--- src/rtl/i2c_txn_arbiter.sv ---
// i2c_txn_arbiter
//   Round-robin arbiter that shares one single-byte I2C master controller
//   between NREQ requesters. The winner's direction, address and write byte
//   are latched on the IDLE->ISSUE edge and held steady until the arbiter
//   returns to IDLE. The read byte (or 8'h00 for writes) comes back with a
//   one-cycle rsp_valid pulse to the granted requester.
//
//   Optional feature: define I2C_ARB_TIMEOUT_EN to build a watchdog that
//   ends a transaction after TIMEOUT_CYC cycles in ISSUE/WAIT with rsp_err=1.
//   Without the macro there is no counter and rsp_err is always 0.
//
//   Handshake: requester i holds req[i] (and its fields) high until it sees
//   rsp_valid[i]. The controller accepts a start when m_busy is seen high
//   while m_start is asserted. Completion is a fresh 0->1 edge of m_done
//   seen in WAIT; a level that is already high on entry is ignored.
//
// Ports
//   clk_100m, rst                     clock, synchronous active-high reset
//   req/req_write/req_addr/req_wdata  per-requester request fields
//   gnt, rsp_valid, rsp_rdata, rsp_err  requester-side grant and response
//   m_start/m_write/m_addr/m_data_in  controller command
//   m_busy, m_done, m_data_out        controller status and read data
//   dbg_state                         current FSM state (IDLE=0 .. RESP=3)
module i2c_txn_arbiter #(
   parameter int NREQ        = 4,
   parameter int TIMEOUT_CYC = 20000
) (
   input  logic              clk_100m,
   input  logic              rst,
   input  logic [NREQ-1:0]   req,
   input  logic [NREQ-1:0]   req_write,
   input  logic [7*NREQ-1:0] req_addr,
   input  logic [8*NREQ-1:0] req_wdata,
   output logic [NREQ-1:0]   gnt,
   output logic [NREQ-1:0]   rsp_valid,
   output logic [7:0]        rsp_rdata,
   output logic              rsp_err,
   output logic              m_start,
   output logic              m_write,
   output logic [6:0]        m_addr,
   output logic [7:0]        m_data_in,
   input  logic              m_busy,
   input  logic              m_done,
   input  logic [7:0]        m_data_out,
   output logic [1:0]        dbg_state
);

   localparam int IW = $clog2(NREQ);

   if (NREQ < 2 || NREQ > 8 || TIMEOUT_CYC < 2) begin : g_param_check
      $error("i2c_txn_arbiter: parameter out of range");
   end

   typedef enum logic [1:0] {IDLE = 2'd0, ISSUE = 2'd1, WAIT = 2'd2, RESP = 2'd3} state_t;

   state_t          state, state_nxt;
   logic [IW-1:0]   rr_ptr;
   logic [IW-1:0]   gnt_idx;
   logic [IW-1:0]   sel_idx;
   logic            sel_found;
   logic [NREQ-1:0] gnt_q;
   logic            done_q;
   logic            done_rise;
   logic            timeout_hit;
   logic [7:0]      rdata_q;
   logic            err_q;
   logic            m_write_q;
   logic [6:0]      m_addr_q;
   logic [7:0]      m_data_q;

   assign done_rise = m_done & ~done_q;

`ifdef I2C_ARB_TIMEOUT_EN
   localparam int CW = $clog2(TIMEOUT_CYC);
   logic [CW-1:0] to_cnt;

   // Held at zero in IDLE so it starts from 0 on entry to ISSUE.
   always_ff @(posedge clk_100m) begin
      if (rst)                               to_cnt <= '0;
      else if (state == IDLE)                to_cnt <= '0;
      else if (state == ISSUE || state == WAIT) to_cnt <= to_cnt + 1'b1;
   end

   assign timeout_hit = (state == ISSUE || state == WAIT) &&
                        (to_cnt == CW'(TIMEOUT_CYC - 1));
`else
   assign timeout_hit = 1'b0;
`endif

   // Round-robin pick: scan downward so the lowest offset from rr_ptr
   // is the last (winning) assignment.
   always_comb begin
      int idx;
      idx       = 0;
      sel_found = 1'b0;
      sel_idx   = '0;
      for (int k = NREQ - 1; k >= 0; k--) begin
         idx = int'(rr_ptr) + k;
         if (idx >= NREQ) idx = idx - NREQ;
         if (req[IW'(idx)]) begin
            sel_found = 1'b1;
            sel_idx   = IW'(idx);
         end
      end
   end

   always_comb begin
      state_nxt = state;
      unique case (state)
         IDLE:    if (sel_found) state_nxt = ISSUE;
         ISSUE:   if (timeout_hit) state_nxt = RESP;
                  else if (m_busy) state_nxt = WAIT;
         WAIT:    if (done_rise || timeout_hit) state_nxt = RESP;
         RESP:    state_nxt = IDLE;
         default: state_nxt = IDLE;
      endcase
   end

   always_ff @(posedge clk_100m) begin
      if (rst) begin
         state     <= IDLE;
         rr_ptr    <= '0;
         gnt_idx   <= '0;
         gnt_q     <= '0;
         done_q    <= 1'b0;
         rdata_q   <= '0;
         err_q     <= 1'b0;
         m_write_q <= 1'b0;
         m_addr_q  <= '0;
         m_data_q  <= '0;
      end else begin
         state  <= state_nxt;
         done_q <= m_done;
         unique case (state)
            IDLE: if (sel_found) begin
               gnt_idx   <= sel_idx;
               gnt_q     <= {{(NREQ-1){1'b0}}, 1'b1} << sel_idx;
               m_write_q <= req_write[sel_idx];
               m_addr_q  <= req_addr[int'(sel_idx)*7 +: 7];
               m_data_q  <= req_wdata[int'(sel_idx)*8 +: 8];
               rdata_q   <= '0;
               err_q     <= 1'b0;
            end
            ISSUE: if (timeout_hit) begin
               rdata_q <= '0;
               err_q   <= 1'b1;
            end
            // Completion takes priority over a watchdog expiring in the same cycle.
            WAIT: if (done_rise) begin
               rdata_q <= m_write_q ? 8'h00 : m_data_out;
               err_q   <= 1'b0;
            end else if (timeout_hit) begin
               rdata_q <= '0;
               err_q   <= 1'b1;
            end
            RESP: begin
               rr_ptr    <= (gnt_idx == IW'(NREQ - 1)) ? '0 : gnt_idx + 1'b1;
               gnt_q     <= '0;
               m_write_q <= 1'b0;
               m_addr_q  <= '0;
               m_data_q  <= '0;
               rdata_q   <= '0;
               err_q     <= 1'b0;
            end
            default: ;
         endcase
      end
   end

   assign gnt       = gnt_q;
   assign rsp_valid = (state == RESP) ? gnt_q : '0;
   assign rsp_rdata = (state == RESP) ? rdata_q : 8'h00;
   assign rsp_err   = (state == RESP) ? err_q : 1'b0;
   assign m_start   = (state == ISSUE);
   assign m_write   = m_write_q;
   assign m_addr    = m_addr_q;
   assign m_data_in = m_data_q;
   assign dbg_state = state;

endmodule

--- config.mk ---
export PLATFORM = sky130hd
export DESIGN_NAME = i2c_txn_arbiter
export DESIGN_NICKNAME = d
export VERILOG_FILES = /design/src/rtl/i2c_txn_arbiter.sv
export SDC_FILE = /design/constraint.sdc
export NUM_CORES = 1
export LEC_CHECK = 0
export CORE_MARGIN = 5
export CORE_UTILIZATION = 27
export DETAILED_ROUTE_END_ITERATION = 10
export GPL_ROUTABILITY_DRIVEN = 0
export PLACE_DENSITY = 0.67
export SLEW_MARGIN = 20
export SYNTH_ARGS = -nofsm -noshare
export SYNTH_HDL_FRONTEND = slang
export SYNTH_SLANG_ARGS = --single-unit
--- constraint.sdc ---
create_clock -name clk_100m -period 1.85 [get_ports clk_100m]
set_clock_uncertainty 0.2 [all_clocks]
set_input_delay 0.185 -clock clk_100m [delete_from_list [all_inputs] [get_ports clk_100m]]
set_output_delay 0.185 -clock clk_100m [all_outputs]
set_load 0.03 [all_outputs]
# Word-level counts from Yosys, hierarchy flattened
# Cells that the tools add are included.
# totals
regBits,36
output_inout_bits,36
wordCells,96
# classes
shifts,3
n_bitwise,3
addsub,8
n_eq_ne,7
mul,1
mux,49
reduce_logical,6
magnitude_cmp,9
# ops
op,count
2-to-1 mux 8 bit,5
variable part select 32 x 6 -> 8 bit,1
variable part select 28 x 6 -> 7 bit,1
2-to-1 mux 2 bit,12
case mux 8 bit (3 select lines),1
2-to-1 mux 1 bit,17
less-than comparator 2 x 4 -> 1 bit (second input constant),4
case mux 8 bit (2 select lines),1
case mux 7 bit (2 select lines),1
binary-select mux 1 bit (select 2 bit),5
>= comparator 3 bit (second input constant),3
2-to-1 mux 4 bit,2
case mux 2 bit (4 select lines),1
case mux 4 bit (2 select lines),1
subtractor 2 x 1 -> 2 bit (second input constant),4
2-to-1 mux 7 bit,1
adder 2 x 2 -> 3 bit (second input constant),2
== test 2 bit (second input constant),3
AND reduction 3 bit,2
multiplier 2 x 3 -> 5 bit (second input constant),1
inequality test 2 bit (second input constant),2
AND reduction 2 bit,2
left shift 1 x 2 -> 4 bit (first input constant),1
adder 2 x 1 -> 3 bit (second input constant),1
other kinds (11),12

# Logic depth before layout (Yosys ltp)
# depth
word_depth,14
ltp_mapped,9
mapped_depth_nobuf,7

# Worst setup path before layout
# No wires, ideal clock.
# synth_path
path_kind,reg2reg
start,"reg state[0], in the netlist dbg_state[0]"
end,"reg m_addr_q[0], in the netlist m_addr[0]"
path_stages_with_launch,10
setup_slack_ns,-0.213
arrival_time_ns,1.735
synth_period_minus_slack_ns,2.063
required_time_ns,1.522
path_cell_list,dfxtp_1 ha_1 buf_2 nor2_1 a21o_2 and2b_1 buf_6 buf_8 nand2_1 o221ai_2
# synth_between
elab_chain_cells,3
word_cells_on_any_way,6
classes_between,eq/ne (2); mux (1); reduce/logical (3)
# synth_rtl
item,line_no,text
start: declaration,56,"state_t state, state_nxt;"
start signal: assignment,132,state <= state_nxt;
== test 2 bit or zero test 2 bit (tied branches),134,unique case (state)
nonzero test 2 bit (no source line) or inequality test 2 bit (tied branches),n/a,
AND reduction 2 bit (no source line),n/a,
end signal: assignment,139,m_addr_q <= req_addr[int'(sel_idx)*7 +: 7];
end: declaration,68,logic [6:0] m_addr_q;
# Several ways; a longest one is shown, not always the timed one.
# A chain may end at the register's enable or synchronous reset.

# Worst setup path after layout
# layout_path
start,reg rr_ptr[0]
end,"reg gnt_q[0], in the netlist gnt[0]"
# layout_between
elab_chain_cells,13
word_cells_on_any_way,40
classes_between,add/sub (7); order compare (4); eq/ne (1); shift (1); mux (26); reduce/logical (1)
# layout_rtl
item,line_no,text
start: declaration,57,logic [IW-1:0] rr_ptr;
start signal: assignment,157,rr_ptr <= (gnt_idx == IW'(NREQ - 1)) ? '0 : gnt_idx + 1'b1;
adder 2 x 2 -> 3 bit,98,idx = int'(rr_ptr) + k;
>= comparator 3 bit or subtractor 2 x 1 -> 2 bit (tied branches),99,if (idx >= NREQ) idx = idx - NREQ;
2-to-1 mux 2 bit,99,
binary-select mux 1 bit (select 2 bit),100,if (req[IW'(idx)]) begin
2-to-1 mux 1 bit (not written as such) (2 in a row),100,
2-to-1 mux 2 bit (4 in a row),100,
left shift 1 x 2 -> 4 bit,137,"gnt_q <= {{(NREQ-1){1'b0}}, 1'b1} << sel_idx;"
2-to-1 mux 4 bit,135,IDLE: if (sel_found) begin
case mux 4 bit (2 select lines),134,
end signal: assignment,137,
end: declaration,61,logic [NREQ-1:0] gnt_q;
# Several ways; a longest one is shown, not always the timed one. The select of a mux whose other input is x is not followed.

==> run metrics <==
sequential cell area between 700 and 800 sq um; area grow syn2layout 74.8%; Post-Syn Area per Cell 9.68 sq um; total global routing overflow 0; total CTS buffers 5; sequential area share after synthesis between 30% and 40%; Clock Root Buffer clkbuf_8; commonest cells in the netlist mux2i_1 (36), dfxtp_1 (35), nand2_1 (27); Period minus WS final 1.81 ns; DRC Markers 0; total wire length between 6 and 7 mm; leakage power 0.00139 uW; max-slew violations 0; initial antenna violation count 0; Critical Path RT 1.86 ns; Peak supply drop ~0.00037 V; most common cell in the netlist mux2i_1; reg2reg start rr_ptr[0]; CORE AREA between 7000 and 8000 sq um; Max FO, Critical Path 15; total number of yosys warnings 0; r2r endpoint gnt[0]; hold_sp rdata_q[3]; slack of the worst reg-to-reg path 0.04 ns; Setup violations, final 0; Mapped Nets 299; outcome completed; Crit Path Class flop to flop; Cell Area, Synth between 2000 and 2500 sq um; number of synthesized flops with an enable pin 0; DR WL/cell approximately 14 microns; GRT Total Usage a little over an eighth; P per Cell Area approximately 1100 nW/um^2; Max H-tree Level 2; CP startpoint kind flop; largest cells by area after synthesis dfxtp_1 (34%), mux2i_1 (17%), o221ai_2 (8.0%); Detail Placement HPWL 4.86 mm; Nets 431; fin cells 445; share of layout cells above drive strength 1 22.3%; post-route antenna net violation count 0; I/O Buffers between 100 and 150; CTS clk-pin slew, worst paths roughly 0.070 ns; fin crit share between 90% and 100%; Seq cells post-synth 35; clock latency on the worst-skew pair 0.28 ns; crit path capture type flop; Hold Crit Depth 2; Vias/cell about 4.5; r2r worst-path depth 6; Multi-input gate area 1280 sq um; first-pass GRT wire length 10.3 mm; num rows 31; Initial Util between 20 and 30%; TritonCTS clock tree yes; design area about 3600 sq um; share of the synthesized area in the top cell type 34.0%; # fillers 696; hold_buf cts 0; DR iter-0 viols 57; Die Span Y 97.4 microns; placed inst area between 3000 and 4000 sq um; # clock sinks 35; ys async rst share 0%; die area 9480 sq um; antenna cells 0; vias in the first global route 2131; vias 2023; Inst Count DP 430; Cell variety after synth 38; Main synth FF type dfxtp_1; largest net degree at the start of global routing 21; fmax 0.552 GHz; Worst Hold Class flop to flop; Max Cap Viol 0; final-report hold violation count 0; CP startpoint rr_ptr[0]; critical path arrival between 1.5 and 2 ns; Max clock buf depth 2; Post-Synthesis Cells 213; largest area contributor in the netlist dfxtp_1; Min-Delay Endpoint rdata_q[3]; DR pass1 iterations 6; unrepaired setup endpoints after global routing true; # IOs roughly 120; Die Wd slightly below 100 microns; overall power 4060 uW
[final cells by class]
type | count | share of cell area (%)
timing repair buffer | 139 | 37.9
multi-input combinational | 159 | 35.6
sequential | 35 | 19.7
tap | 99 | 3.44
clock buffer | 8 | 2.78
inverter | 5 | 0.660
[critical path, stage by stage, from the launching register on]
cell      delay [ns]
dfxtp_2         0.32
nand2b_1        0.14
nor2b_1         0.13
o22a_2          0.27
buf_12          0.17
or4_1           0.39
a21oi_1         0.13
[how the worst max path moves through the flow]
stage / to / slack (ns) / cells after the start
finish: gnt[0] / 0.04 / 6
global route: gnt[0] / -0.05 / 6
CTS: m_addr[0] / -0.02 / 6
detailed placement: m_data_in[0] / -0.37 / 7
global placement: gnt[0] / -0.31 / 7
floorplan: m_addr[0] / -0.003 / 8
[routing by layer]
metal	wire, microns	share of wire, %	GRT usage [%]
met1	2470	40	14.9
met2	3280	53	23.6
met3	349	5.6	2.73
met4	134	2.1	4.69
met5	0	0	0
[state kept, by name (all words and copies together) (netlist names)]
register	count
gnt_idx	2
rr_ptr	2
m_data_in	8
dbg_state	2
m_addr	7
gnt	4
done_q	1
rdata_q	8
m_write	1
[cell families after synthesis]
logic type,synth area share [%]
and+or+nand+nor,19.1
other,0.182
muxes,17.5
DFF,34.0
buffers and inverters,7.16
AOI/OAI and AO/OA,18.5
adders and majority gates,3.64
[power by group]
part	switching, uW	internal (uW)	total [uW]
Sequential	141	961	1100
Clock	265	340	605
Combinational	1190	1160	2350
Total	1600	2460	4060
[metrics by stage]
step                      hold WS (ns)  setup WS (ns)  util (%)  setup TNS (ns)
after floorplan                  0.113       -0.00320         -         -0.0320
after global placement           0.235         -0.310      46.2           -7.32
after detailed placement         0.241         -0.369      46.2           -8.80
after CTS                        0.251        -0.0213      48.8          -0.141
after global routing             0.281        -0.0520      49.2         -0.0614
final                            0.252         0.0384      49.2               0
[cell usage in the layout (no fill, tap or decap), drive strengths merged, types with 2 or more instances in the layout]
| master | Yosys | routed |
|---|---|---|
| and2 | 12 | 12 |
| clkdlybuf4s50 | 0 | 97 |
| inv | 5 | 5 |
| a211oi | 2 | 2 |
| dlygate4sd2 | 0 | 5 |
| clkbuf | 3 | 8 |
| o221ai | 16 | 16 |
| a21oi | 14 | 14 |
| nor2 | 13 | 13 |
| mux2i | 36 | 36 |
| nand2b | 4 | 4 |
| nor2b | 3 | 3 |
| nand3 | 8 | 8 |
| nand3b | 2 | 2 |
| buf | 12 | 37 |
| dfxtp | 35 | 35 |
| nand2 | 28 | 29 |
| a21o | 2 | 2 |
| ha | 6 | 6 |
[repair_timing]
action,4_1_cts,5_1_grt
gates resized for setup,10,10
setup endpoints to repair,30,24
setup buffers,5,1
pin swaps,3,4
cloned,2,0
(Power assumes the default switching activity.)
